[src/rtl/memoria_pkg.sv]
// memoria_pkg: shared definitions for the memory arbiter.
//   estado_t        - arbiter FSM encoding (LIBRE, ACCESO, RESP)
//   ANCHO_BYTE/PALABRA - access width codes carried on *_width / mem_width
//   MAX_ESPERA_DEF  - default number of consecutive fetch losses tolerated
//   desalineado()   - true for a word access whose address is not word aligned
package memoria_pkg;

    typedef enum logic [1:0] {
        LIBRE  = 2'd0,
        ACCESO = 2'd1,
        RESP   = 2'd2
    } estado_t;

    localparam logic ANCHO_BYTE    = 1'b0;
    localparam logic ANCHO_PALABRA = 1'b1;

    localparam int MAX_ESPERA_DEF = 4;

    // Byte accesses can never be misaligned; word accesses need dir[1:0] == 0.
    function automatic logic desalineado(input logic ancho, input logic [1:0] dir_lsb);
        return (ancho == ANCHO_PALABRA) && (dir_lsb != 2'b00);
    endfunction

endpackage

[src/rtl/arbitro_memoria_if.sv]
// arbitro_memoria_if: bundle of the fetch port, the load/store port and the
// memoria port of the arbiter.
//   modport slave  - the arbiter: takes requests and mem_Out, drives acks/data/mem_*
//   modport master - the environment (requesters plus memoria): the opposite side
// Handshake: a requester raises *_req with its address/data stable and holds
// everything until it sees *_ack high for one cycle; ack, err and dato are
// valid together in that cycle. A request still high after the ack is a new one.
interface arbitro_memoria_if;
    // fetch port
    logic        if_req;
    logic [31:0] if_dir;
    logic        if_ack;
    logic        if_err;
    logic [31:0] if_dato;
    // load/store port
    logic        ls_req;
    logic        ls_we;
    logic        ls_width;
    logic [31:0] ls_dir;
    logic [31:0] ls_in;
    logic        ls_ack;
    logic        ls_err;
    logic [31:0] ls_dato;
    // memoria port
    logic [31:0] mem_dir;
    logic        mem_width;
    logic        mem_WEn;
    logic [31:0] mem_in;
    logic [31:0] mem_Out;

    modport slave (
        input  if_req, if_dir,
        output if_ack, if_err, if_dato,
        input  ls_req, ls_we, ls_width, ls_dir, ls_in,
        output ls_ack, ls_err, ls_dato,
        output mem_dir, mem_width, mem_WEn, mem_in,
        input  mem_Out
    );

    modport master (
        output if_req, if_dir,
        input  if_ack, if_err, if_dato,
        output ls_req, ls_we, ls_width, ls_dir, ls_in,
        input  ls_ack, ls_err, ls_dato,
        input  mem_dir, mem_width, mem_WEn, mem_in,
        output mem_Out
    );

endinterface

[src/rtl/arbitro_memoria_contador_espera.sv]
// contador_espera: fetch starvation counter.
//   clock, reset  - system clock, synchronous active-high reset
//   if_req_i      - fetch request level
//   if_pierde_i   - fetch requested in LIBRE but load/store was granted
//   if_gana_i     - fetch granted this cycle
//   lleno_o       - counter has reached MAX_ESPERA: fetch must win next time
module contador_espera
    import memoria_pkg::*;
#(
    parameter int MAX_ESPERA = MAX_ESPERA_DEF
) (
    input  logic clock,
    input  logic reset,
    input  logic if_req_i,
    input  logic if_pierde_i,
    input  logic if_gana_i,
    output logic lleno_o
);

    localparam int CW = (MAX_ESPERA < 1) ? 1 : $clog2(MAX_ESPERA + 1);
    localparam logic [CW-1:0] MAXC = CW'(MAX_ESPERA);

    logic [CW-1:0] cuenta_q, cuenta_d;

    // While a transaction is in flight (neither loss nor grant) the count holds,
    // so only arbitration decisions move it.
    always_comb begin
        cuenta_d = cuenta_q;
        if (!if_req_i || if_gana_i) begin
            cuenta_d = '0;
        end else if (if_pierde_i && (cuenta_q != MAXC)) begin
            cuenta_d = cuenta_q + 1'b1;
        end
    end

    always_ff @(posedge clock) begin
        if (reset) begin
            cuenta_q <= '0;
        end else begin
            cuenta_q <= cuenta_d;
        end
    end

    assign lleno_o = (cuenta_q == MAXC);

endmodule

[src/rtl/arbitro_memoria.sv]
// arbitro_memoria: shares one memoria port between an instruction fetch port
// and a load/store port.
//   clock, reset   - system clock, synchronous active-high reset
//   bus            - arbitro_memoria_if.slave: fetch, load/store and memoria signals
//   estado_dbg_o   - current FSM state for observation
// Each transaction takes LIBRE -> ACCESO -> RESP: request sampled in LIBRE,
// memory accessed in ACCESO, one-cycle ack in RESP. Load/store normally wins;
// fetch wins once it has lost MAX_ESPERA times in a row.
module arbitro_memoria
    import memoria_pkg::*;
#(
    parameter int MAX_ESPERA = MAX_ESPERA_DEF
) (
    input  logic                clock,
    input  logic                reset,
    arbitro_memoria_if.slave    bus,
    output estado_t             estado_dbg_o
);

    estado_t     estado_q, estado_d;
    logic [31:0] dir_q, dir_d;
    logic        we_q, we_d;
    logic        ancho_q, ancho_d;
    logic [31:0] dato_q, dato_d;
    logic        es_if_q, es_if_d;
    logic        mal_q, mal_d;
    logic        if_ack_q, if_ack_d;
    logic        if_err_q, if_err_d;
    logic [31:0] if_dato_q, if_dato_d;
    logic        ls_ack_q, ls_ack_d;
    logic        ls_err_q, ls_err_d;
    logic [31:0] ls_dato_q, ls_dato_d;

    logic        libre;
    logic        lleno;
    logic        if_gana;
    logic        if_pierde;
    logic [31:0] captura;

    assign libre     = (estado_q == LIBRE);
    assign if_gana   = libre && bus.if_req && (!bus.ls_req || lleno);
    assign if_pierde = libre && bus.if_req && bus.ls_req && !if_gana;
    // A misaligned word access reads as zero instead of memory contents.
    assign captura   = mal_q ? 32'd0 : bus.mem_Out;

    contador_espera #(
        .MAX_ESPERA (MAX_ESPERA)
    ) u_contador (
        .clock       (clock),
        .reset       (reset),
        .if_req_i    (bus.if_req),
        .if_pierde_i (if_pierde),
        .if_gana_i   (if_gana),
        .lleno_o     (lleno)
    );

    always_comb begin
        estado_d  = estado_q;
        dir_d     = dir_q;
        we_d      = we_q;
        ancho_d   = ancho_q;
        dato_d    = dato_q;
        es_if_d   = es_if_q;
        mal_d     = mal_q;
        if_ack_d  = 1'b0;
        if_err_d  = 1'b0;
        if_dato_d = if_dato_q;
        ls_ack_d  = 1'b0;
        ls_err_d  = 1'b0;
        ls_dato_d = ls_dato_q;

        case (estado_q)
            LIBRE: begin
                if (if_gana) begin
                    // Fetch is always a word read.
                    dir_d    = bus.if_dir;
                    we_d     = 1'b0;
                    ancho_d  = ANCHO_PALABRA;
                    dato_d   = 32'd0;
                    es_if_d  = 1'b1;
                    mal_d    = desalineado(ANCHO_PALABRA, bus.if_dir[1:0]);
                    estado_d = ACCESO;
                end else if (bus.ls_req) begin
                    dir_d    = bus.ls_dir;
                    we_d     = bus.ls_we;
                    ancho_d  = bus.ls_width;
                    dato_d   = bus.ls_in;
                    es_if_d  = 1'b0;
                    mal_d    = desalineado(bus.ls_width, bus.ls_dir[1:0]);
                    estado_d = ACCESO;
                end
            end
            ACCESO: begin
                // Ack/err/dato registered here so they appear together in RESP.
                estado_d = RESP;
                if (es_if_q) begin
                    if_ack_d  = 1'b1;
                    if_err_d  = mal_q;
                    if_dato_d = captura;
                end else begin
                    ls_ack_d  = 1'b1;
                    ls_err_d  = mal_q;
                    ls_dato_d = captura;
                end
            end
            RESP: begin
                estado_d = LIBRE;
            end
            default: begin
                estado_d = LIBRE;
            end
        endcase
    end

    always_ff @(posedge clock) begin
        if (reset) begin
            estado_q  <= LIBRE;
            dir_q     <= 32'd0;
            we_q      <= 1'b0;
            ancho_q   <= 1'b0;
            dato_q    <= 32'd0;
            es_if_q   <= 1'b0;
            mal_q     <= 1'b0;
            if_ack_q  <= 1'b0;
            if_err_q  <= 1'b0;
            if_dato_q <= 32'd0;
            ls_ack_q  <= 1'b0;
            ls_err_q  <= 1'b0;
            ls_dato_q <= 32'd0;
        end else begin
            estado_q  <= estado_d;
            dir_q     <= dir_d;
            we_q      <= we_d;
            ancho_q   <= ancho_d;
            dato_q    <= dato_d;
            es_if_q   <= es_if_d;
            mal_q     <= mal_d;
            if_ack_q  <= if_ack_d;
            if_err_q  <= if_err_d;
            if_dato_q <= if_dato_d;
            ls_ack_q  <= ls_ack_d;
            ls_err_q  <= ls_err_d;
            ls_dato_q <= ls_dato_d;
        end
    end

    // The write strobe is gated by reset combinationally so a reset arriving
    // mid-ACCESO prevents the write on that very edge.
    assign bus.mem_WEn   = (estado_q == ACCESO) && we_q && !mal_q && !reset;
    assign bus.mem_dir   = dir_q;
    assign bus.mem_width = ancho_q;
    assign bus.mem_in    = dato_q;

    assign bus.if_ack  = if_ack_q;
    assign bus.if_err  = if_err_q;
    assign bus.if_dato = if_dato_q;
    assign bus.ls_ack  = ls_ack_q;
    assign bus.ls_err  = ls_err_q;
    assign bus.ls_dato = ls_dato_q;

    assign estado_dbg_o = estado_q;

endmodule

[src/flat_wrapper.sv]
// flat-port wrapper written by rule: the top's interface ports become plain ports
module arbitro_memoria_flat import memoria_pkg::*;
#(
    parameter int MAX_ESPERA = MAX_ESPERA_DEF
)
  (clock, reset, estado_dbg_o, bus_if_req, bus_if_dir, bus_if_ack, bus_if_err, bus_if_dato, bus_ls_req, bus_ls_we, bus_ls_width, bus_ls_dir, bus_ls_in, bus_ls_ack, bus_ls_err, bus_ls_dato, bus_mem_dir, bus_mem_width, bus_mem_WEn, bus_mem_in, bus_mem_Out);
  arbitro_memoria_if bus_i ();
  input  logic clock;
  input  logic reset;
  output estado_t estado_dbg_o;
  input wire logic [$bits(bus_i.if_req)-1:0] bus_if_req;
  input wire logic [$bits(bus_i.if_dir)-1:0] bus_if_dir;
  output wire logic [$bits(bus_i.if_ack)-1:0] bus_if_ack;
  output wire logic [$bits(bus_i.if_err)-1:0] bus_if_err;
  output wire logic [$bits(bus_i.if_dato)-1:0] bus_if_dato;
  input wire logic [$bits(bus_i.ls_req)-1:0] bus_ls_req;
  input wire logic [$bits(bus_i.ls_we)-1:0] bus_ls_we;
  input wire logic [$bits(bus_i.ls_width)-1:0] bus_ls_width;
  input wire logic [$bits(bus_i.ls_dir)-1:0] bus_ls_dir;
  input wire logic [$bits(bus_i.ls_in)-1:0] bus_ls_in;
  output wire logic [$bits(bus_i.ls_ack)-1:0] bus_ls_ack;
  output wire logic [$bits(bus_i.ls_err)-1:0] bus_ls_err;
  output wire logic [$bits(bus_i.ls_dato)-1:0] bus_ls_dato;
  output wire logic [$bits(bus_i.mem_dir)-1:0] bus_mem_dir;
  output wire logic [$bits(bus_i.mem_width)-1:0] bus_mem_width;
  output wire logic [$bits(bus_i.mem_WEn)-1:0] bus_mem_WEn;
  output wire logic [$bits(bus_i.mem_in)-1:0] bus_mem_in;
  input wire logic [$bits(bus_i.mem_Out)-1:0] bus_mem_Out;
  assign bus_i.if_req = bus_if_req;
  assign bus_i.if_dir = bus_if_dir;
  assign bus_if_ack = bus_i.if_ack;
  assign bus_if_err = bus_i.if_err;
  assign bus_if_dato = bus_i.if_dato;
  assign bus_i.ls_req = bus_ls_req;
  assign bus_i.ls_we = bus_ls_we;
  assign bus_i.ls_width = bus_ls_width;
  assign bus_i.ls_dir = bus_ls_dir;
  assign bus_i.ls_in = bus_ls_in;
  assign bus_ls_ack = bus_i.ls_ack;
  assign bus_ls_err = bus_i.ls_err;
  assign bus_ls_dato = bus_i.ls_dato;
  assign bus_mem_dir = bus_i.mem_dir;
  assign bus_mem_width = bus_i.mem_width;
  assign bus_mem_WEn = bus_i.mem_WEn;
  assign bus_mem_in = bus_i.mem_in;
  assign bus_i.mem_Out = bus_mem_Out;
  arbitro_memoria #(.MAX_ESPERA(MAX_ESPERA)) u_core (.clock(clock), .reset(reset), .bus(bus_i), .estado_dbg_o(estado_dbg_o));
endmodule
[config.mk]
export PLATFORM = sky130hd
export DESIGN_NAME = arbitro_memoria_flat
export DESIGN_NICKNAME = d
export VERILOG_FILES = /design/src/rtl/memoria_pkg.sv /design/src/rtl/arbitro_memoria_if.sv /design/src/rtl/arbitro_memoria_contador_espera.sv /design/src/rtl/arbitro_memoria.sv /design/src/flat_wrapper.sv
export SDC_FILE = /design/constraint.sdc
export NUM_CORES = 1
export LEC_CHECK = 0
export ABC_AREA = 0
export BUFFER_PORTS_ARGS = -buffer_cell sky130_fd_sc_hd__buf_2
export CAP_MARGIN = 20
export CORE_ASPECT_RATIO = 0.9
export CORE_UTILIZATION = 44
export CTS_CLUSTER_DIAMETER = 150
export CTS_CLUSTER_SIZE = 16
export DETAILED_ROUTE_END_ITERATION = 8
export PLACE_DENSITY = 0.8
export SLEW_MARGIN = 5
export SYNTH_ARGS = -nofsm -noshare
export SYNTH_HDL_FRONTEND = slang
export SYNTH_SLANG_ARGS = --single-unit
[constraint.sdc]
create_clock -name clock -period 1.9 [get_ports clock]
set_input_delay 0.285 -clock clock [delete_from_list [all_inputs] [get_ports clock]]
set_output_delay 0.285 -clock clock [all_outputs]
set_load 0.01 [all_outputs]
Word level (Yosys, flattened, before mapping)
Index checks and enable logic that the tools add are counted.
Cells by class
  add/subtract/negate cells: 1
  eq/ne operators: 4
  multiplexer cells: 18
  bitwise operators: 2
  reductions and logical operators: 27
Operators with widths (number)
  2-to-1 mux 32 bit: 5
  2-to-1 mux 1 bit: 10
  logical AND 1 bit: 9
  inequality test 3 bit (second input constant): 2
  AND reduction 2 bit: 3
  nonzero test 2 bit: 3
  OR reduction 3 bit: 2
  logical NOT 1 bit: 5
  2-to-1 mux 2 bit: 2
  one-hot mux 2 bit (2 select lines): 1
  OR reduction 2 bit: 2
  adder 3 x 1 -> 3 bit (second input constant): 1
  equality test 3 bit (second input constant): 1
  equality test 2 x 1 -> 1 bit (second input constant): 1
  logical NOT 2 bit: 1
  logical OR 1 bit: 2
  inverter 1 bit: 2
Storage, ports and cells
  flip-flop bits (word level): 141
  bits of input ports: 134
  output and inout port bits: 136
  logic and storage cells: 66

Longest topological paths before layout
  depth in word-level cells: 6
  depth in mapped cells: 8
  gate-level depth less buffers: 6

Hierarchy
Synthesis repeated with hierarchy kept, for this count alone.
Second synthesis, totals
  cell total of the unflattened synthesis: 722
  area, all modules: 6058.3 µm²
Modules (own cells, without submodules)
  arbitro_memoria: instances 1, cells an instance 703, area each 5851.9 µm²
  contador_espera: instances 1, cells an instance 19, area each 206.4 µm²

Least setup slack after synthesis
No wires, ideal clock.
  path type: register to register
  start point: register u_core.u_contador.cuenta_q[0]
  end point: register u_core.mal_q
  arrival: 1.580 ns
  required time: 1.826 ns
  slack: 0.246 ns
  cell stages (with the launch flop): 8
  path buffers: 1
  cells stage by stage: dfxtp_1 -> inv_1 -> ha_1 -> a21bo_1 -> and3_4 -> buf_6 -> or4_1 -> o21ai_0
On the way
  cells in the longest elaborated chain, start to end: 5
  elaborated cells on any way between the ends: 6
RTL lines
  start: declaration: line arbitro_memoria_contador_espera.sv:23  | logic [CW-1:0] cuenta_q, cuenta_d;
  start signal: assignment: line arbitro_memoria_contador_espera.sv:40  | cuenta_q <= cuenta_d;
  equality test 3 bit (*): line arbitro_memoria_contador_espera.sv:44  | assign lleno_o = (cuenta_q == MAXC);
  logical OR 1 bit (*): line arbitro_memoria.sv:41  | assign if_gana = libre && bus.if_req && (!bus.ls_req || lleno);
  logical AND 1 bit (*): line arbitro_memoria.sv:41
  nonzero test 2 bit (no source line)
  AND reduction 2 bit (no source line)
  end signal: assignment: line arbitro_memoria.sv:137  | mal_q <= mal_d;
  end: declaration: line arbitro_memoria.sv:26  | logic mal_q, mal_d;
Mark *: on every way between the ends. The rest lies on a longest branch, timed or not.
A chain may end at the register's enable or synchronous reset.

Final worst setup path
Same ends and word-level chain as after synthesis.

==> run_results.csv <==
group,metric,value,unit
outcome,status,"complete, no violations",
drt,post_drt_wl_per_cell,15.1,µm
sta,period_needed,1.68,ns
floorplan,ios,270,
yosys,synth_edf_count,0,
yosys,syn_area,5590,µm²
yosys,synth_commonest_cells,"161 x nand2_1, 141 x dfxtp_1, 97 x a21oi_1, 73 x nor2_1, 43 x clkbuf_1",
floorplan,die_w,121,µm
global_routing,grt.total_usage,0.256,
drt,firstDrtPassIters,5,
global_routing,gr-total-overflow,0,
place,dp_hpwl,11600,µm
sta,hold_ws,0.107,ns
floorplan,start_util,0.457,
place,routabilityCongestion,0.788,
worst_setup_path,required,2.24,ns
worst_setup_path,r2r_start,"u_core.u_contador.cuenta_q[0]",
power,power,0.00796,W
yosys,ys_ff_latch,141,
sta,slew_headroom,0.702,
worst_setup_path,r2r_cells,6,
global_routing,grt_pass1_wl,26100,µm
layout,stdcell_area,7720,µm²
yosys,synth_area_per_cell,8.01,µm²
sta,finalHoldViolCount,0,
sta,tightestPinTransition,0.447,ns
worst_setup_path,path_max_fanout,12,
yosys,ys.flop_type,"dfxtp_1",
floorplan,rows,38,
drt,drtAntennaViolNets,0,
layout,fill_cells,1047,
global_routing,grt_pass1_vias,5356,
yosys,synth_top_area_cell,"dfxtp_1",
yosys,synthesis.nets,834,
sta,drv_slew,0,
clock_network,cts-buffers-inserted,17,
worst_setup_path,crit_path_end_kind,"flop",
sta,setup_viol,0,
place,placed_area,7110,µm²
power,power.density,1030,nW/µm²
yosys,yosysTopAreaCellShare,0.505,
sta,fmaxAchievable,595,MHz
layout,area_delta_synth_final,38.2,%
worst_setup_path,critPathArrivalTime,2.02,ns
worst_setup_path,r2r-end,"u_core.mal_q",
drt,drt-vias-per-instance,5.16,
worst_setup_path,start_kind,"flop",
clock_network,htreeDepth,4,
worst_setup_path,r2r_slack,0.22,ns
clock_network,post-cts-setup-buffers,0,
clock_network,cts_hold_buf,0,
yosys,synth.most_common_cell,"nand2_1",
floorplan,die_area,13200,µm²
clock_network,root_buffer,"clkbuf_16",
drt,wl,16900,µm
layout,num-nets-final,1084,
yosys,yosys-top-cells-area,"dfxtp_1 51%, nand2_1 11%, a21oi_1 8.7%, a2bb2oi_1 5.3%, nor2_1 4.9%",
worst_hold_path,min-delay-start,"bus_ls_dir[16]",
floorplan,coreArea,12200,µm²
clock_network,clk_latency,0.42,ns
drt,vias,5779,
yosys,seq_area_frac_synth,0.505,
job,drv_cap,0,
drt,drt_drc_violations_left,0,
worst_hold_path,worstHoldPathCells,3,
clock_network,clk_pin_slew,0.06,ns
sta,grt_setup_unrepaired,"false",
yosys,ys_types,30,
yosys,ys_warn_count,0,
yosys,synth-async-reset-ratio,0,
clock_network,clockBufferDepth,2,
yosys,synth_cells,698,
worst_hold_path,hp-class,"in2reg",
sta,fin_tns_setup,0,ns
place,numPortBuffers,269,
clock_network,clkSinkCount,141,
sta,period_share,0.884,
worst_hold_path,worst_hold_path.endpoint,"u_core.bus.mem_dir[16]",
clock_network,cts_tree,"built",
global_routing,grt_max_degree,36,
sta,fin_worst_skew,0.00664,ns
worst_setup_path,path_class,"reg2reg",
drt,initialDrtViolationCount,386,
layout,drive_gt1_frac,0.340,
power,leakagePower,3.72,nW
global_routing,antenna_found_initial,0,
clock_network,cts-resized-gates,0,
layout,n_antenna_cell,0,
floorplan,die_y,109,µm
power,vdd_drop_max,654,µV
## report_power, final
group	total [W]	internal, W	switching, W
sequential	0.00326	0.00316	0.000105
clock	0.00341	0.00217	0.00125
combinational	0.00129	0.000545	0.000742
## per-layer routing
layer | global-route usage | part of all wire | wire length (µm) | up-vias
met2 | 0.451 | 0.49 | 8270 | 266
met4 | 0.111 | 0.021 | 348 | 0
met5 | 0 | 0 | 0 | -
li1 | - | - | - | 2843
met3 | 0.0853 | 0.080 | 1360 | 26
met1 | 0.284 | 0.41 | 6940 | 2644
## logic make-up after synthesis
kind of cell,share of synthesized area
fa+ha+maj,0.00448
buf+inv,0.0502
simple gates,0.247
xor+xnor,0.00314
flops,0.505
mux,0.00179
compound gates,0.188
## critical path, stage by stage, from the launching register on
cell and delay, ns:
dfxtp_1 0.33, inv_1 0.06, ha_1 0.21, a21bo_1 0.21
and3_4 0.23, or4_1 0.50, o21ai_0 0.08
## cell type report
type                            instances  area [µm²]  share of cell area
Timing Repair Buffer                  293        1590               0.206
Tap cell                              160         200              0.0259
Clock buffer                           22         474              0.0614
Multi-Input combinational cell        493        2490               0.322
Sequential cell                       141        2820               0.366
Inverter                                2        7.51            0.000972
Clock inverter                         10         136              0.0177
## registers in the layout (all words and copies together), names as in the netlist, 2 cells and up
signal / count
u_core.bus.mem_in: 32
u_core.bus.mem_dir: 32
u_core.bus.ls_dato: 32
u_core.bus.if_dato: 32
u_core.estado_dbg_o: 2
u_core.u_contador.cuenta_q: 3
## how the worst max path moves through the flow
| stage | from | to | slack (ns) |
|---|---|---|---|
| after global routing | u_core.estado_dbg_o[1] | u_core.bus.mem_dir[24] | 0.1 |
| after detailed placement | bus_if_req | u_core.bus.mem_dir[0] | 0.22 |
| after global placement | u_core.u_contador.cuenta_q[0] | u_core.mal_q | 0.27 |
| after CTS | u_core.estado_dbg_o[1] | bus_mem_WEn | 0.22 |
| after floorplan | u_core.u_contador.cuenta_q[0] | u_core.mal_q | 0.25 |
| final | u_core.u_contador.cuenta_q[0] | u_core.mal_q | 0.22 |
## cell usage in the layout (no fill, tap or decap), types with 4 or more instances in the layout
cell / synthesis / layout
a211oi_1: 32 / 32
a21oi_1: 97 / 97
a2bb2oi_1: 34 / 34
and2_1: 4 / 4
buf_12: 0 / 5
buf_2: 14 / 268
buf_4: 4 / 20
clkbuf_16: 0 / 17
dfxtp_1: 141 / 141
nand2_1: 161 / 161
nand3_1: 35 / 35
nor2_1: 73 / 71
nor2b_1: 33 / 33
nor3_1: 5 / 5
## metrics by stage
stage,worst slack (ns),utilization,cells
3_3_place_gp,0.274,0.582,1089
2_1_floorplan,0.246,-,698
5_1_grt,0.0980,0.632,1121
4_1_cts,0.216,0.632,1121
6_report,0.220,0.632,1121
3_5_place_dp,0.220,0.582,1089
No activity file was read; power rests on OpenSTA's default activity.
